`src/rtl/frame_rx_oversampled.sv`:
```
// Oversampled serial frame receiver: start, DATA_W data bits LSB first, parity, stop.
// Samples the synchronised line at mid-bit, checks parity and stop, and reports
// each completed frame with a one-cycle Ready strobe plus held status levels.
module frame_rx_oversampled #(
    parameter int unsigned BIT_TICKS  = 16,
    parameter int unsigned DATA_W     = 10,
    parameter bit          PARITY_ODD = 1'b0
) (
    input  logic              CLK,
    input  logic              RST_n,
    input  logic              Rx,
    output logic [DATA_W-1:0] Frame,
    output logic              Valid,
    output logic              Ready,
    output logic              ParityErr,
    output logic              FrameErr,
    output logic              Busy
);

    localparam int unsigned TickW = $clog2(BIT_TICKS);
    localparam int unsigned BitW  = (DATA_W > 1) ? $clog2(DATA_W) : 1;

    localparam logic [TickW-1:0] TickHalf = TickW'(BIT_TICKS / 2 - 1);
    localparam logic [TickW-1:0] TickLast = TickW'(BIT_TICKS - 1);
    localparam logic [BitW-1:0]  BitLast  = BitW'(DATA_W - 1);

    typedef enum logic [2:0] {
        StIdle,
        StStart,
        StData,
        StParity,
        StStop,
        StBreak
    } state_e;

    state_e              state_q, state_d;
    logic [1:0]          sync_q, sync_d;
    logic [TickW-1:0]    tick_q, tick_d;
    logic [BitW-1:0]     bit_q, bit_d;
    logic [DATA_W-1:0]   shift_q, shift_d;
    logic                par_q, par_d;
    logic [DATA_W-1:0]   frame_q, frame_d;
    logic                valid_q, valid_d;
    logic                ready_q, ready_d;
    logic                perr_q, perr_d;
    logic                ferr_q, ferr_d;
    logic                rx_s;
    logic                parity_bad;

    assign rx_s = sync_q[1];

    // Received parity bit disagrees with the parity of the shifted-in data word.
    assign parity_bad = (^shift_q ^ PARITY_ODD) != par_q;

    // Two-flop synchroniser input; idles high so reset never looks like a start bit.
    always_comb begin
        sync_d = {sync_q[0], Rx};
    end

    // Receive FSM: mid-bit sampling, shift-in, and end-of-frame status update.
    always_comb begin
        state_d = state_q;
        tick_d  = tick_q + TickW'(1);
        bit_d   = bit_q;
        shift_d = shift_q;
        par_d   = par_q;
        frame_d = frame_q;
        valid_d = valid_q;
        ready_d = 1'b0;
        perr_d  = perr_q;
        ferr_d  = ferr_q;

        unique case (state_q)
            StIdle: begin
                tick_d = '0;
                if (!rx_s) begin
                    state_d = StStart;
                end
            end
            StStart: begin
                if (tick_q == TickHalf) begin
                    tick_d = '0;
                    if (rx_s) begin
                        // Line went back high before mid-start: glitch, drop silently.
                        state_d = StIdle;
                    end else begin
                        state_d = StData;
                        bit_d   = '0;
                    end
                end
            end
            StData: begin
                if (tick_q == TickLast) begin
                    tick_d  = '0;
                    shift_d = {rx_s, shift_q[DATA_W-1:1]};
                    if (bit_q == BitLast) begin
                        state_d = StParity;
                    end else begin
                        bit_d = bit_q + BitW'(1);
                    end
                end
            end
            StParity: begin
                if (tick_q == TickLast) begin
                    tick_d  = '0;
                    par_d   = rx_s;
                    state_d = StStop;
                end
            end
            StStop: begin
                if (tick_q == TickLast) begin
                    tick_d  = '0;
                    frame_d = shift_q;
                    perr_d  = parity_bad;
                    ferr_d  = !rx_s;
                    valid_d = !parity_bad && rx_s;
                    ready_d = 1'b1;
                    // A low stop bit means the line may be held low; wait it out once.
                    state_d = rx_s ? StIdle : StBreak;
                end
            end
            StBreak: begin
                tick_d = '0;
                if (rx_s) begin
                    state_d = StIdle;
                end
            end
            default: begin
                tick_d  = '0;
                state_d = StIdle;
            end
        endcase
    end

    // State and output registers with asynchronous active-low reset.
    always_ff @(posedge CLK or negedge RST_n) begin
        if (!RST_n) begin
            state_q <= StIdle;
            sync_q  <= 2'b11;
            tick_q  <= '0;
            bit_q   <= '0;
            shift_q <= '0;
            par_q   <= 1'b0;
            frame_q <= '0;
            valid_q <= 1'b0;
            ready_q <= 1'b0;
            perr_q  <= 1'b0;
            ferr_q  <= 1'b0;
        end else begin
            state_q <= state_d;
            sync_q  <= sync_d;
            tick_q  <= tick_d;
            bit_q   <= bit_d;
            shift_q <= shift_d;
            par_q   <= par_d;
            frame_q <= frame_d;
            valid_q <= valid_d;
            ready_q <= ready_d;
            perr_q  <= perr_d;
            ferr_q  <= ferr_d;
        end
    end

    assign Frame     = frame_q;
    assign Valid     = valid_q;
    assign Ready     = ready_q;
    assign ParityErr = perr_q;
    assign FrameErr  = ferr_q;
    assign Busy      = (state_q != StIdle);

endmodule

```
`config.mk`:
```
export PLATFORM = sky130hd
export DESIGN_NAME = frame_rx_oversampled
export DESIGN_NICKNAME = d
export VERILOG_FILES = /design/src/rtl/frame_rx_oversampled.sv
export SDC_FILE = /design/constraint.sdc
export NUM_CORES = 1
export LEC_CHECK = 0
export ABC_AREA = 1
export CAP_MARGIN = 0
export CORE_MARGIN = 8
export CORE_UTILIZATION = 50
export CTS_BUF_LIST = sky130_fd_sc_hd__clkbuf_8 sky130_fd_sc_hd__clkbuf_16
export CTS_CLUSTER_SIZE = 40
export DETAILED_ROUTE_END_ITERATION = 6
export PLACE_DENSITY_LB_ADDON = 0.3
export SLEW_MARGIN = 30
export SYNTH_ARGS = -nofsm -noshare
export SYNTH_HDL_FRONTEND = slang
export SYNTH_SLANG_ARGS = --single-unit
```
`constraint.sdc`:
```
create_clock -name CLK -period 1.3 [get_ports CLK]
set_input_delay 0.26 -clock CLK [delete_from_list [all_inputs] [get_ports CLK]]
set_output_delay 0.26 -clock CLK [all_outputs]
set_load 0.02 [all_outputs]
```
# Yosys cells after proc, flatten, opt, wreduce, memory -nomap -nowiden

Cells that the tools add are included.

Add/sub/neg operators: 2
Reductions and logical operators: 13
Equality and inequality tests: 18
Muxes and demuxes: 20

Operator list:

| cell                | count |
|---|---|
| $mux 3              | 8 |
| $mux 4              | 6 |
| $ne 2x2->1 const B  | 9 |
| $pmux 3 s6          | 1 |
| $pmux 4 s2          | 2 |
| $reduce_xor 10->1   | 1 |
| $add 4x1->4 const B | 2 |
| $eq 4x4->1 const B  | 2 |
| $reduce_and 7->1    | 1 |
| $eq 3x2->1 const B  | 2 |
| $eq 3x3->1 const B  | 2 |
| $reduce_and 2->1    | 3 |
| $reduce_and 5->1    | 1 |
| $eq 4x3->1 const B  | 1 |
| $eq 3x1->1 const B  | 1 |
| $logic_not 3->1     | 1 |
| $reduce_bool 3->1   | 1 |
| $reduce_or 3->1     | 1 |
| $logic_not 1->1     | 2 |
| $mux 1              | 2 |
| $mux 2              | 1 |
| $reduce_bool 2->1   | 1 |
| $logic_and 1x1->1   | 1 |
| $ne 1x1->1          | 1 |

Register bits after elaboration: 38
Bits of input ports: 3
Word-level logic and storage cells: 64

# Depth between registers and ports, before layout

Depth after elaboration: 4
Mapped depth: 12

# Least setup slack after synthesis

No wires, ideal clock.

Path kind: register to register
Start: register tick_q[0]
End: register bit_q[2]
Required time: 1.217 ns
Clock period less this slack: 1.406 ns
Library setup time: 0.083 ns
Slack: -0.106 ns
Arrival time: 1.324 ns
Stages on the path, launching flop included: 10
Cells stage by stage: dfrtp_1 -> ha_1 -> nand2_1 -> nor2_2 -> inv_1 -> nand2_2 -> nand2_2 -> nor3_4 -> nand3_1 -> o21ai_0

Cells in the longest elaborated chain, start to end: 3
Elaborated cells between the ends (all ways): 5
Classes of those cells: eq/ne (4); reduce/logical (1)

RTL lines:

| element                                         | line   | source |
|---|---|---|
| from (decl)                                     | 38     | `logic [TickW-1:0] tick_q, tick_d;` |
| from (signal assigned)                          | 152    | `tick_q <= tick_d;` |
| $eq 4x4->1 / $eq 4x3->1 (equally long branches) | 93, 81 |  |
| $ne 2x2->1 (no line)                            | n/a    |  |
| $reduce_and 5->1 (no line) *                    | n/a    |  |
| to (signal assigned)                            | 153    | `bit_q <= bit_d;` |
| to (decl)                                       | 39     | `logic [BitW-1:0] bit_q, bit_d;` |

Mark *: on every way between the ends. The rest lies on a longest branch, timed or not.
A chain may end at the register's enable or synchronous reset.

# Worst setup path after layout

Start: register tick_q[0]
End: register bit_q[0]

Same word-level chain as after synthesis.

==> results.yml <==
worst_setup_path:
  slowest_delay_ns: 0.40
  crit_type: "reg2reg"
  start_kind: "register"
  crit_top_cell: "nand2_4"
  cp_max_fo: 8
  worstPathArrival_ns: 1.82
  regToRegStartpoint: "tick_q[0]"
  worstPathRequired_ns: 1.52
  cp_num_buf_inv: 1
  crit_path_top_delay_cell: "dfrtp_1"
  startpoint: "tick_q[0]"
  crit_path_end_kind: "register"
  worstPathCellList: "ha_4 -> nand2_4 -> nor2_4 -> inv_4 -> nand2_4 -> nand2_4 -> nor3_4 -> nand3_1 -> o21ai_1"
  cp_top_family: "simple AND/OR/NAND/NOR gates"
finish:
  antenna_cells: 0
  syn2layout_area_growth_pct: 46.11
  drive_gt1_frac: 0.2766
  nets: 287
  fin_area_um2: 2676
detailed_routing:
  routed_wl_mm: 4.316
  wl_per_cell_um: 13.08
  first_pass_iters: 4
  vias: 1618
  via_per_inst: 4.903
  ant_nets: 0
  drtIter0Drc: 136
  drc: 0
sta:
  fin_crit_sh: 1.232
  maxSlewViolCount: 0
  fin_crit_ns: 1.602
  worst_slew_margin_rel: 0.7815
  tightest_slew_ns: 0.3268
  setup_violations: 33
  rsz0062_at_grt: "yes"
  max_clock_freq_mhz: 624.1
  timing.final.hold_violations: 0
  fin_worst_skew_ns: 0.007978
  setup_tns_ns: -5.762
  fin_ws_ns: -0.3022
placement:
  place_congestion: 0.8455
  hpwl_mm: 2.612
  io_buffers: 17
  post_dp_cell_area_um2: 2266
power_and_ir_drop:
  pwr_density_cell_nw_per_um2: 1549
  vdd_drop_max_mv: 1.499
  switchingPower_mw: 1.331
  seq_power_share: 0.329
  p_leak_nw: 1.364
  switching_share: 0.3209
  p_clk_frac: 0.296
  power_mw: 4.146
  p_comb_frac: 0.375
  p_int_mw: 2.816
grt:
  first_global_vias: 1574
  grt_pass1_wl_mm: 6.755
  grt_start_max_net_pins: 28
  grt_remaining_overflow: 0
  track_usage: 0.1405
  antenna_found_initial: 0
clock_network:
  clk_pin_slew_ns: 0.08
  htreeDepth: 2
  numCtsBuffers: 5
  clock_path_buffers: 2
  clock_latency_ns: 0.29
  clkSinkCount: 38
  tritoncts: "built"
  cts_root_buf: "clkbuf_8"
hold_path:
  min_from: "sync_q[0]"
  hp-class: "reg2reg"
synth:
  synth_compound_area_frac: 0.08470
  yosysMostFrequentCell: "nand2_1"
  async_reset_ff_frac: 1.000
  synth-simple-area-share: 0.2807
  yosysTopAreaCell: "dfrtp_1"
  ys.flop_type: "dfrtp_1"
  syn-num-nets: 234
  synth-xor-area-share: 0.01913
  synthTopCellsByArea: "dfrtp_1 (49%), nand2_1 (17%), o21ai_0 (7.4%), inv_1 (5.1%), nand3_1 (3.8%)"
  synth_edf_count: 0
  synth.distinct_cells: 21
  synth_top_family_by_area: "simple AND/OR/NAND/NOR gates"
  synth_area_um2: 1832
  muxShareOfSynthArea: 0
  synth_top_area_share: 0.4918
  ys_ff_latch: 38
  synthCells: 228
  yosysSeqAreaShare: 0.5205
  yosysWarnings: 0
  synth_adder_area_share: 0.02049
  syn_area_per_cell_um2: 8.034
  ys_top_cells_by_count: "nand2_1 (83), dfrtp_1 (36), o21ai_0 (27)"
die:
  chipHeight_um: 76.53
  die_x_um: 76.53
  start_util: 0.5119
  fp.coreArea_um2: 3578
  io_pins: 18
  die_area_um2: 5856
  rows: 22
job:
  drv_cap: 0
status:
  violations: "setup timing"
  outcome: "finished with violations"
-- kinds of logic (layout without fill, tap and decap cells) --
| family | after synthesis | in the layout |
|---|---|---|
| AO/OA/AOI/OAI | 30 | 30 |
| XOR/XNOR | 4 | 4 |
| adder cells (fa/ha/maj) | 3 | 3 |
| buffers and inverters | 32 | 86 |
| flip-flops | 38 | 38 |
| AND/OR/NAND/NOR | 121 | 121 |
-- metal layers --
metal	vias to the layer above	global-route usage	routed length, µm
met5	-	0	0
met4	0	0.04423	40
met3	7	0.05307	194
met2	29	0.2476	2353
met1	767	0.1509	1728
li1	815	-	-
-- cells in the final DEF, fill, tap and decap left out, drive strengths merged --
master	count
nand2	85
dfrtp	36
buf	32
inv	28
o21ai	27
nor2	19
nand3	15
dlygate4sd2	11
clkbuf	8
xor2	4
clkdlybuf4s15	3
ha	3
bufinv	2
dfstp	2
a21oi	2
nor3	2
o211a	1
dlygate4sd3	1
clkdlybuf4s50	1
-- worst register-to-register path: cells and delay by family, from the launching register on --
kind | cells | cell delay [ns]
buffers and inverters | 1 | 0.06
DFF | 1 | 0.40
and+or+nand+nor | 6 | 0.80
adders and majority gates | 1 | 0.17
AOI/OAI and AO/OA | 1 | 0.11
-- timing repair --
action                                  CTS  global route
endpoints found under the setup margin   47            38
pin swaps                                 8            10
endpoints found under the hold margin    10             0
setup buffers                             2             2
cloned                                    1             2
hold buffers                              1             0
resized for setup                        46            34
-- stage by stage --
stage	setup slack [ns]	hold slack, ns	util	instances
after global placement	-0.1301	0.1644	0.6332	314
after global routing	-0.3765	0.3650	0.7479	330
after floorplan	-0.1020	-0.03559	-	228
final	-0.3022	0.3572	0.7479	330
after CTS	-0.2120	0.3584	0.6986	326
after detailed placement	-0.2038	0.1658	0.6332	314
-- state kept, by name, indices dropped and copies added (netlist names) --
| name | cells |
|---|---|
| Frame | 10 |
| FrameErr | 1 |
| ParityErr | 1 |
| Ready | 1 |
| Valid | 1 |
| bit_q | 4 |
| par_q | 1 |
| shift_q | 10 |
| state_q | 3 |
| sync_q | 2 |
| tick_q | 4 |
-- power groups by stage --
stage | Combinational [mW] | Clock (mW) | Sequential (mW)
after floorplan | 0.618 | 0 | 1.37
final | 1.56 | 1.23 | 1.36
after detailed placement | 1.16 | 0 | 1.36
after global placement | 1.15 | 0 | 1.35
after CTS | 1.27 | 1.26 | 1.34
after global routing | 1.69 | 1.30 | 1.37
-- cell type report --
cell class                      instances  area [µm²]
Clock inverter                          2       60.06
Fill cell                             262       902.1
Clock buffer                            6       82.58
Tap cell                               48       60.06
Inverter                               28       110.1
Timing Repair Buffer                   50       523.0
Multi-Input combinational cell        158       887.1
Sequential cell                        38       953.4
-- worst paths after layout --
path | slack [ns] | endpoint | cells past startpoint
max | -0.30 | bit_q[0] | 9
min | 0.36 | sync_q[1] | 0
max reg2reg | -0.30 | bit_q[0] | 9
min reg2reg | 0.36 | sync_q[1] | 0
max in group asynchronous | 0.42 | sync_q[1] | 3
min in group asynchronous | 0.38 | state_q[2] | 2
No activity file was read; power rests on OpenSTA's default activity.
